==> src/rtl/gato_turn_ctrl_pkg.sv <==
// Shared state encoding and width helper for the Gato turn sequencer.
package gato_pkg;

   localparam int STATE_W = 3;

   typedef enum logic [STATE_W-1:0] {
      ST_MOVE  = 3'd0,
      ST_CHECK = 3'd1,
      ST_WIN   = 3'd2,
      ST_TIE   = 3'd3,
      ST_LOSS  = 3'd4
   } state_t;

   // Player index width never drops below one bit.
   function automatic int idx_width(input int n);
      return (n <= 2) ? 1 : $clog2(n);
   endfunction

endpackage

==> src/rtl/gato_turn_ctrl_if.sv <==
// Player/checker-facing signal bundle of the Gato turn sequencer.
interface gato_turn_ctrl_if #(
   parameter int NUM_PLAYERS = 2,
   parameter int MAX_MOVES   = 9
);
   import gato_pkg::*;

   localparam int PW = idx_width(NUM_PLAYERS);
   localparam int MW = $clog2(MAX_MOVES + 1);

   logic                   new_game;
   logic [NUM_PLAYERS-1:0] move_valid;
   logic                   status_valid;
   logic                   status_win;
   logic                   status_tie;
   logic                   verifica_status;
   logic [PW-1:0]          turno;
   logic [MW-1:0]          move_count;
   logic [STATE_W-1:0]     state;
   logic                   win_game;
   logic                   tie_game;
   logic                   loss_game;
   logic [PW-1:0]          player_id;

   modport master (
      output new_game, move_valid, status_valid, status_win, status_tie,
      input  verifica_status, turno, move_count, state,
             win_game, tie_game, loss_game, player_id
   );

   modport slave (
      input  new_game, move_valid, status_valid, status_win, status_tie,
      output verifica_status, turno, move_count, state,
             win_game, tie_game, loss_game, player_id
   );

endinterface

==> src/rtl/gato_turn_ctrl_move_timer.sv <==
// Per-move timeout: down-counter reloaded on clear, expired while enabled at zero.
module gato_move_timer #(
   parameter int TIMEOUT = 0
) (
   input  logic clk,
   input  logic reset,
   input  logic clear,
   input  logic enable,
   output logic expired
);

   generate
      if (TIMEOUT == 0) begin : g_off
         logic unused_in;
         assign unused_in = ^{clk, reset, clear, enable};
         assign expired   = 1'b0;
      end else begin : g_on
         localparam int TW = (TIMEOUT <= 1) ? 1 : $clog2(TIMEOUT);
         localparam logic [TW-1:0] LOAD = TW'(TIMEOUT - 1);

         logic [TW-1:0] cnt_q;

         always_ff @(posedge clk) begin
            if (!reset) begin
               cnt_q <= LOAD;
            end else if (clear) begin
               cnt_q <= LOAD;
            end else if (enable && (cnt_q != '0)) begin
               cnt_q <= cnt_q - TW'(1);
            end
         end

         assign expired = enable && (cnt_q == '0);
      end
   endgenerate

endmodule

==> src/rtl/gato_turn_ctrl.sv <==
// Gato turn sequencer: rotates turns, requests board checks, ends game on win/tie/loss.
//   state    | meaning
//   ST_MOVE  | waiting for move_valid[turno]; move timer running
//   ST_CHECK | verifica_status high, waiting for checker result
//   ST_WIN   | terminal, player_id = winner
//   ST_TIE   | terminal, board full or checker reported tie
//   ST_LOSS  | terminal, player_id = player who timed out
module gato_turn_ctrl
   import gato_pkg::*;
#(
   parameter int NUM_PLAYERS  = 2,
   parameter int MAX_MOVES    = 9,
   parameter int MOVE_TIMEOUT = 0
) (
   input  logic         clk,
   input  logic         reset,
   gato_turn_ctrl_if.slave bus
);

   localparam int PW = idx_width(NUM_PLAYERS);
   localparam int MW = $clog2(MAX_MOVES + 1);

   state_t        state_q, state_n;
   logic [PW-1:0] turno_q, turno_n;
   logic [MW-1:0] mc_q, mc_n;
   logic [PW-1:0] pid_q, pid_n;
   logic          vs_q, win_q, tie_q, loss_q;
   logic          expired;

   // Timer holds its reload value outside MOVE, so each move starts fresh.
   gato_move_timer #(.TIMEOUT(MOVE_TIMEOUT)) u_timer (
      .clk     (clk),
      .reset   (reset),
      .clear   (state_q != ST_MOVE),
      .enable  (state_q == ST_MOVE),
      .expired (expired)
   );

   always_comb begin
      state_n = state_q;
      turno_n = turno_q;
      mc_n    = mc_q;
      pid_n   = pid_q;
      case (state_q)
         ST_MOVE: begin
            if (bus.move_valid[turno_q]) begin
               state_n = ST_CHECK;
               mc_n    = mc_q + MW'(1);
            end else if (expired) begin
               state_n = ST_LOSS;
               pid_n   = turno_q;
            end
         end
         ST_CHECK: begin
            if (bus.status_valid) begin
               if (bus.status_win) begin
                  state_n = ST_WIN;
                  pid_n   = turno_q;
               end else if (bus.status_tie || (mc_q == MW'(MAX_MOVES))) begin
                  state_n = ST_TIE;
               end else begin
                  state_n = ST_MOVE;
                  turno_n = (turno_q == PW'(NUM_PLAYERS - 1)) ? '0 : turno_q + PW'(1);
               end
            end
         end
         ST_WIN, ST_TIE, ST_LOSS: begin
            if (bus.new_game) begin
               state_n = ST_MOVE;
               turno_n = '0;
               mc_n    = '0;
               pid_n   = '0;
            end
         end
         default: begin
            state_n = ST_MOVE;
            turno_n = '0;
            mc_n    = '0;
            pid_n   = '0;
         end
      endcase
   end

   always_ff @(posedge clk) begin
      if (!reset) begin
         state_q <= ST_MOVE;
         turno_q <= '0;
         mc_q    <= '0;
         pid_q   <= '0;
         vs_q    <= 1'b0;
         win_q   <= 1'b0;
         tie_q   <= 1'b0;
         loss_q  <= 1'b0;
      end else begin
         state_q <= state_n;
         turno_q <= turno_n;
         mc_q    <= mc_n;
         pid_q   <= pid_n;
         vs_q    <= (state_n == ST_CHECK);
         win_q   <= (state_n == ST_WIN);
         tie_q   <= (state_n == ST_TIE);
         loss_q  <= (state_n == ST_LOSS);
      end
   end

   assign bus.state           = state_q;
   assign bus.turno           = turno_q;
   assign bus.move_count      = mc_q;
   assign bus.player_id       = pid_q;
   assign bus.verifica_status = vs_q;
   assign bus.win_game        = win_q;
   assign bus.tie_game        = tie_q;
   assign bus.loss_game       = loss_q;

endmodule

==> src/flat_wrapper.sv <==
// flat-port wrapper written by rule: the top's interface ports become plain ports
module gato_turn_ctrl_flat import gato_pkg::*;
#(
   parameter int NUM_PLAYERS  = 2,
   parameter int MAX_MOVES    = 9,
   parameter int MOVE_TIMEOUT = 0
)
  (clk, reset, bus_new_game, bus_move_valid, bus_status_valid, bus_status_win, bus_status_tie, bus_verifica_status, bus_turno, bus_move_count, bus_state, bus_win_game, bus_tie_game, bus_loss_game, bus_player_id);
  gato_turn_ctrl_if #(.NUM_PLAYERS(NUM_PLAYERS), .MAX_MOVES(MAX_MOVES)) bus_i ();
  input  logic clk;
  input  logic reset;
  input wire logic [$bits(bus_i.new_game)-1:0] bus_new_game;
  input wire logic [$bits(bus_i.move_valid)-1:0] bus_move_valid;
  input wire logic [$bits(bus_i.status_valid)-1:0] bus_status_valid;
  input wire logic [$bits(bus_i.status_win)-1:0] bus_status_win;
  input wire logic [$bits(bus_i.status_tie)-1:0] bus_status_tie;
  output wire logic [$bits(bus_i.verifica_status)-1:0] bus_verifica_status;
  output wire logic [$bits(bus_i.turno)-1:0] bus_turno;
  output wire logic [$bits(bus_i.move_count)-1:0] bus_move_count;
  output wire logic [$bits(bus_i.state)-1:0] bus_state;
  output wire logic [$bits(bus_i.win_game)-1:0] bus_win_game;
  output wire logic [$bits(bus_i.tie_game)-1:0] bus_tie_game;
  output wire logic [$bits(bus_i.loss_game)-1:0] bus_loss_game;
  output wire logic [$bits(bus_i.player_id)-1:0] bus_player_id;
  assign bus_i.new_game = bus_new_game;
  assign bus_i.move_valid = bus_move_valid;
  assign bus_i.status_valid = bus_status_valid;
  assign bus_i.status_win = bus_status_win;
  assign bus_i.status_tie = bus_status_tie;
  assign bus_verifica_status = bus_i.verifica_status;
  assign bus_turno = bus_i.turno;
  assign bus_move_count = bus_i.move_count;
  assign bus_state = bus_i.state;
  assign bus_win_game = bus_i.win_game;
  assign bus_tie_game = bus_i.tie_game;
  assign bus_loss_game = bus_i.loss_game;
  assign bus_player_id = bus_i.player_id;
  gato_turn_ctrl #(.NUM_PLAYERS(NUM_PLAYERS), .MAX_MOVES(MAX_MOVES), .MOVE_TIMEOUT(MOVE_TIMEOUT)) u_core (.clk(clk), .reset(reset), .bus(bus_i));
endmodule
==> config.mk <==
export PLATFORM = sky130hd
export DESIGN_NAME = gato_turn_ctrl_flat
export DESIGN_NICKNAME = d
export VERILOG_FILES = /design/src/rtl/gato_turn_ctrl_pkg.sv /design/src/rtl/gato_turn_ctrl_if.sv /design/src/rtl/gato_turn_ctrl_move_timer.sv /design/src/rtl/gato_turn_ctrl.sv /design/src/flat_wrapper.sv
export SDC_FILE = /design/constraint.sdc
export NUM_CORES = 1
export LEC_CHECK = 0
export BUFFER_PORTS_ARGS = -buffer_cell sky130_fd_sc_hd__buf_4
export CORE_MARGIN = 1
export CORE_UTILIZATION = 47
export DETAILED_ROUTE_END_ITERATION = 6
export PLACE_DENSITY_LB_ADDON = 0.1
export SLEW_MARGIN = 25
export SYNTH_ARGS = -nofsm -noshare
export SYNTH_HDL_FRONTEND = slang
export SYNTH_SLANG_ARGS = --single-unit
export TNS_END_PERCENT = 50
==> constraint.sdc <==
create_clock -name clk -period 2.15 [get_ports clk]
set_clock_uncertainty 0.2 [all_clocks]
set_input_delay 0.43 -clock clk [delete_from_list [all_inputs] [get_ports clk]]
set_output_delay 0.43 -clock clk [all_outputs]
set_load 0.1 [all_outputs]
-- Word-level counts from Yosys, hierarchy flattened
Index checks and enable logic that the tools add are counted.
- register bits: 13
- input port bits: 8
- output and inout bits: 13
- word-level logic and storage cells: 54
- add/sub/neg operators: 2
- order comparisons: 1
- equal/unequal tests: 15
- muxes and demuxes: 20
- bitwise logic cells: 2
- reduce and logical (&&, ||, !) cells: 6
- operators with widths (operator ; count):
    3-bit by 2-bit equality test with 1-bit output, second input constant ; 4
    3-bit two-way mux ; 4
    4-bit one-hot mux with 3 select lines ; 1
    2-bit != test, second input constant ; 5
    1-bit two-way mux ; 9
    3-bit one-hot mux with 3 select lines ; 1
    4-bit two-way mux ; 2
    3-bit by 1-bit equality test with 1-bit output, second input constant ; 2
    3-bit equality test, second input constant ; 2
    1-bit one-hot mux with 3 select lines ; 2
    5-bit AND reduction ; 1
    4-bit by 1-bit adder with 4-bit output, second input constant ; 1
    4-bit equality test, second input constant ; 1
    4-bit AND reduction ; 1
    3-bit zero test ; 1
    3-bit AND reduction ; 1
    3-bit OR reduction ; 1
    1-bit by 2-bit less-than comparator with 1-bit output, second input constant ; 1
    2-bit two-way mux ; 1
    2-bit by 1-bit != test with 1-bit output, second input constant ; 1
    1-bit inverter ; 2
    1-bit adder, second input constant ; 1
    1-bit logical OR ; 1

-- Logic depth before layout (Yosys ltp)
- depth in word-level cells: 7
- gate-level depth with buffers: 6
- depth with buffers taken out: 6

-- Cells and area by module
A second synthesis with hierarchy kept.
- cell total of the unflattened synthesis: 87
- area, all modules: 752.0 sq um
- modules (own cells, without submodules) (module ; times used ; cells an instance ; area an instance (sq um) ; sequential area each (sq um)):
    gato_turn_ctrl ; 1 ; 85 ; 740.7 ; 260.2
    gato_move_timer ; 1 ; 2 ; 11.3 ; 0.0

-- Worst setup path after synthesis
No wires, ideal clock.
- path kind: register to register
- start: reg u_core.mc_q[1] (netlist: u_core.bus.move_count[1])
- end: reg u_core.turno_q (netlist: u_core.bus.turno)
- setup time: 0.070 ns
- arrival time: 2.440 ns
- required time: 1.880 ns
- path slack: -0.560 ns
- cell stages (with the launch flop): 7
- path buffers: 0
- period minus slack after synthesis: 2.710 ns
- cells stage by stage: dfxtp_1 -> inv_1 -> ha_1 -> and3b_1 -> or4_4 -> or4b_1 -> a21oi_1
- word-level cells in the longest chain between the ends: 4
- RTL lines (what ; RTL line ; RTL):
    start, declared ; gato_turn_ctrl.sv:25 ; logic [MW-1:0] mc_q, mc_n;
    start signal, assigned ; gato_turn_ctrl.sv:97 ; mc_q <= mc_n;
    4-bit equality test ; gato_turn_ctrl.sv:59 ; end else if (bus.status_tie || (mc_q == MW'(MAX_MOVES))) begin
    1-bit logical OR ; gato_turn_ctrl.sv:59 ;
    2-bit != test (no source line) ; - ;
    5-bit AND reduction (no source line) ; - ;
    end signal, assigned ; gato_turn_ctrl.sv:96 ; turno_q <= turno_n;
    end, declared ; gato_turn_ctrl.sv:24 ; logic [PW-1:0] turno_q, turno_n;
No other way between the ends.
A chain may end at the register's enable or synchronous reset.

-- Worst setup path after layout
Same ends and word-level chain as after synthesis.

==> impl_metrics.csv <==
group,metric,value,unit
outcome,status,"finished clean",
clock_network,cts.clk_slew.worst_paths,80,ps
timing,setup_viol_count_final,0,
drt,drt_pass1_iterations,4,
floorplan,start_util,0.539,
pwr,ir_worst_vdd,0.000395,V
worst_setup_path,slowest_delay,480,ps
worst_setup_path,cp_cell_sequence,"inv_1, ha_1, and3b_1, or4_4, or4b_1, a21oi_1",
clock_network,cts-root-buf,"clkbuf_4",
final_layout,layout.nets,105,
worst_setup_path,path_buf_inv,1,
final_layout,syn2layout_area_growth,29.9,%
clock_network,post_cts_buffers,0,
final_layout,seq_area,269,um^2
synth,ys.flop_type,"dfxtp_1",
placed_design,place_ws,120,ps
synth,synth_seq_area_share,0.407,
global_routing,grt_pass1_wl,2380,um
clock_network,cts_hold_buf,0,
worst_setup_path,critPathMaxFanout,5,
timing,tightestPinTransition,526,ps
pwr,total_power,0.000579,W
worst_setup_path,critical_path.startpoint,"u_core.bus.move_count[1]",
timing,finalHoldViolCount,0,
global_routing,grt_pass1_vias,538,
synth,ys_ff_latch,13,
synth,synthCells,73,
clock_network,cts_resized,0,
placed_design,dp_hpwl,1040,um
timing,worst_slack,72.5,ps
pwr,p_leak,0.359,nW
timing,relSlewSlack,0.646,
synth,syn-num-nets,83,
worst_setup_path,r2r_start,"u_core.bus.move_count[1]",
pwr,p_per_area,697,nW/um^2
worst_setup_path,end_kind,"flip-flop",
floorplan,die_w,38.9,um
synth,ys_types,32,
final_layout,drive_gt1_frac,0.351,
worst_setup_path,setup.worst_path.class,"flip-flop to flip-flop",
worst_setup_path,path_delay_family,"simple AND/OR/NAND/NOR gates",
clock_network,htreeDepth,1,
floorplan,core_area,1190,um^2
floorplan,num_rows,12,
worst_setup_path,crit_path_start_kind,"flip-flop",
timing,fin_crit_sh,0.966,
timing,whs,229,ps
timing,slew_violations,0,
timing,period_needed,2080,ps
worst_hold_path,hp-start,"reset",
floorplan,pin_count,21,
flow_run,drv_cap,0,
synth,synthArstFlopShare,0,
timing,rsz0062_at_grt,"false",
final_layout,nFillCells,93,
drt,routed_wl,1460,um
drt,viasPerCell,6.08,
drt,vias,657,
worst_setup_path,arrival,2100,ps
clock_network,worstSkewPairLatency,280,ps
worst_setup_path,slowest_stage,"or4b_1",
synth,synth.cell_area,639,um^2
global_routing,grt_overflow_total,0,
synth,synth_edf_count,0,
clock_network,clock-sinks,13,
clock_network,cts_tree,"done",
drt,post_drt_wl_per_cell,13.6,um
clock_network,cts_made_buffers,3,
placed_design,gp_congestion,0.822,
synth,synth_area_per_cell,8.76,um^2
global_routing,grt_usage,0.243,
worst_setup_path,cp.required,2170,ps
clock_network,ctsLongestPathBuffers,2,
timing,finalSetupTns,0,ps
global_routing,antenna_found_initial,0,
drt,drtAntennaViolNets,0,
floorplan,die_area,1510,um^2
final_layout,multi_input_area,357,um^2
global_routing,grt_max_degree,13,
floorplan,die_h,38.9,um
final_layout,n_antenna_cell,0,
drt,drtIter0Drc,29,
worst_hold_path,hp-class,"input pin to flip-flop",
placed_design,port_buffers,20,
timing,fmax,481,MHz
drt,drc,0,
synth,yosysWarnings,0,
cells by family after synthesis:
kind of cell             count (synthesis)  synth area share
AND/OR/NAND/NOR                         31             0.301
buffers and inverters                    6            0.0352
AO/OA/AOI/OAI                           19             0.184
flip-flops                              13             0.407
multiplexers                             2            0.0333
adder cells (fa/ha/maj)                  2            0.0391
routing by layer:
metal	vias up	track usage	wire length, um	part of all wire
li1	317	-	-	-
met2	28	0.413	685	0.47
met4	0	0.129	33	0.023
met1	307	0.265	640	0.44
met5	-	0	0	0
met3	5	0.0751	104	0.071
worst paths after layout:
path                                            endpoint  slack (ps)  cells past startpoint
worst max-delay path                    u_core.bus.turno          70                      6
worst min-delay path                 u_core.bus.state[2]         230                      2
worst max register to register          u_core.bus.turno          70                      6
worst min register to register  u_core.bus.move_count[0]         310                      2
cells in the final DEF (no fill, tap or decap), types with 2 or more instances in the layout:
cell / instances
buf_4: 20
a21oi_1: 8
dfxtp_1: 8
nand2_1: 4
nor2_1: 4
dfxtp_2: 4
nor3_1: 3
nand2b_1: 3
and3_1: 3
o21ai_0: 3
clkbuf_4: 3
inv_1: 2
a211oi_1: 2
nor3b_1: 2
nand3_1: 2
nand4b_1: 2
ha_1: 2
flip-flops by register name, summed over array words and instances, names as in the netlist:
name / count
u_core.bus.tie_game: 1
u_core.bus.win_game: 1
u_core.bus.loss_game: 1
u_core.bus.state: 3
u_core.bus.move_count: 4
u_core.bus.verifica_status: 1
u_core.bus.turno: 1
u_core.bus.player_id: 1
cells in the mapped netlist (2+ instances only):
cell type / n / area share
dfxtp_1: 13 / 0.41
a21oi_1: 8 / 0.063
nand2_1: 4 / 0.023
nor2_1: 4 / 0.023
and3_1: 3 / 0.029
clkbuf_1: 3 / 0.018
nand2b_1: 3 / 0.029
nor3_1: 3 / 0.023
o21ai_0: 3 / 0.023
a211oi_1: 2 / 0.023
ha_1: 2 / 0.039
inv_1: 2 / 0.012
nand3_1: 2 / 0.016
nand4b_1: 2 / 0.027
nor3b_1: 2 / 0.023
power breakdown:
part	switching [W]	leakage, nW	internal, W
registers	0.0000145	0.108	0.000252
logic	0.000112	0.236	0.0000421
clock network	0.0000871	0.0150	0.0000722
area by class of cell:
class,instances,area share
multi-input cells,54,0.429
flip-flops and latches,13,0.324
repair buffers,20,0.181
clock buffers,4,0.0316
well taps,14,0.0211
inverters,3,0.0136
per-stage QoR:
step / area (um^2) / util / cells
finish: 831 / 0.700 / 108
global route: 831 / 0.700 / 108
CTS: 831 / 0.700 / 108
detailed placement: 805 / 0.678 / 104
global placement: 805 / 0.678 / 104
floorplan: 648 / - / 73
No activity file was read; power rests on OpenSTA's default activity.
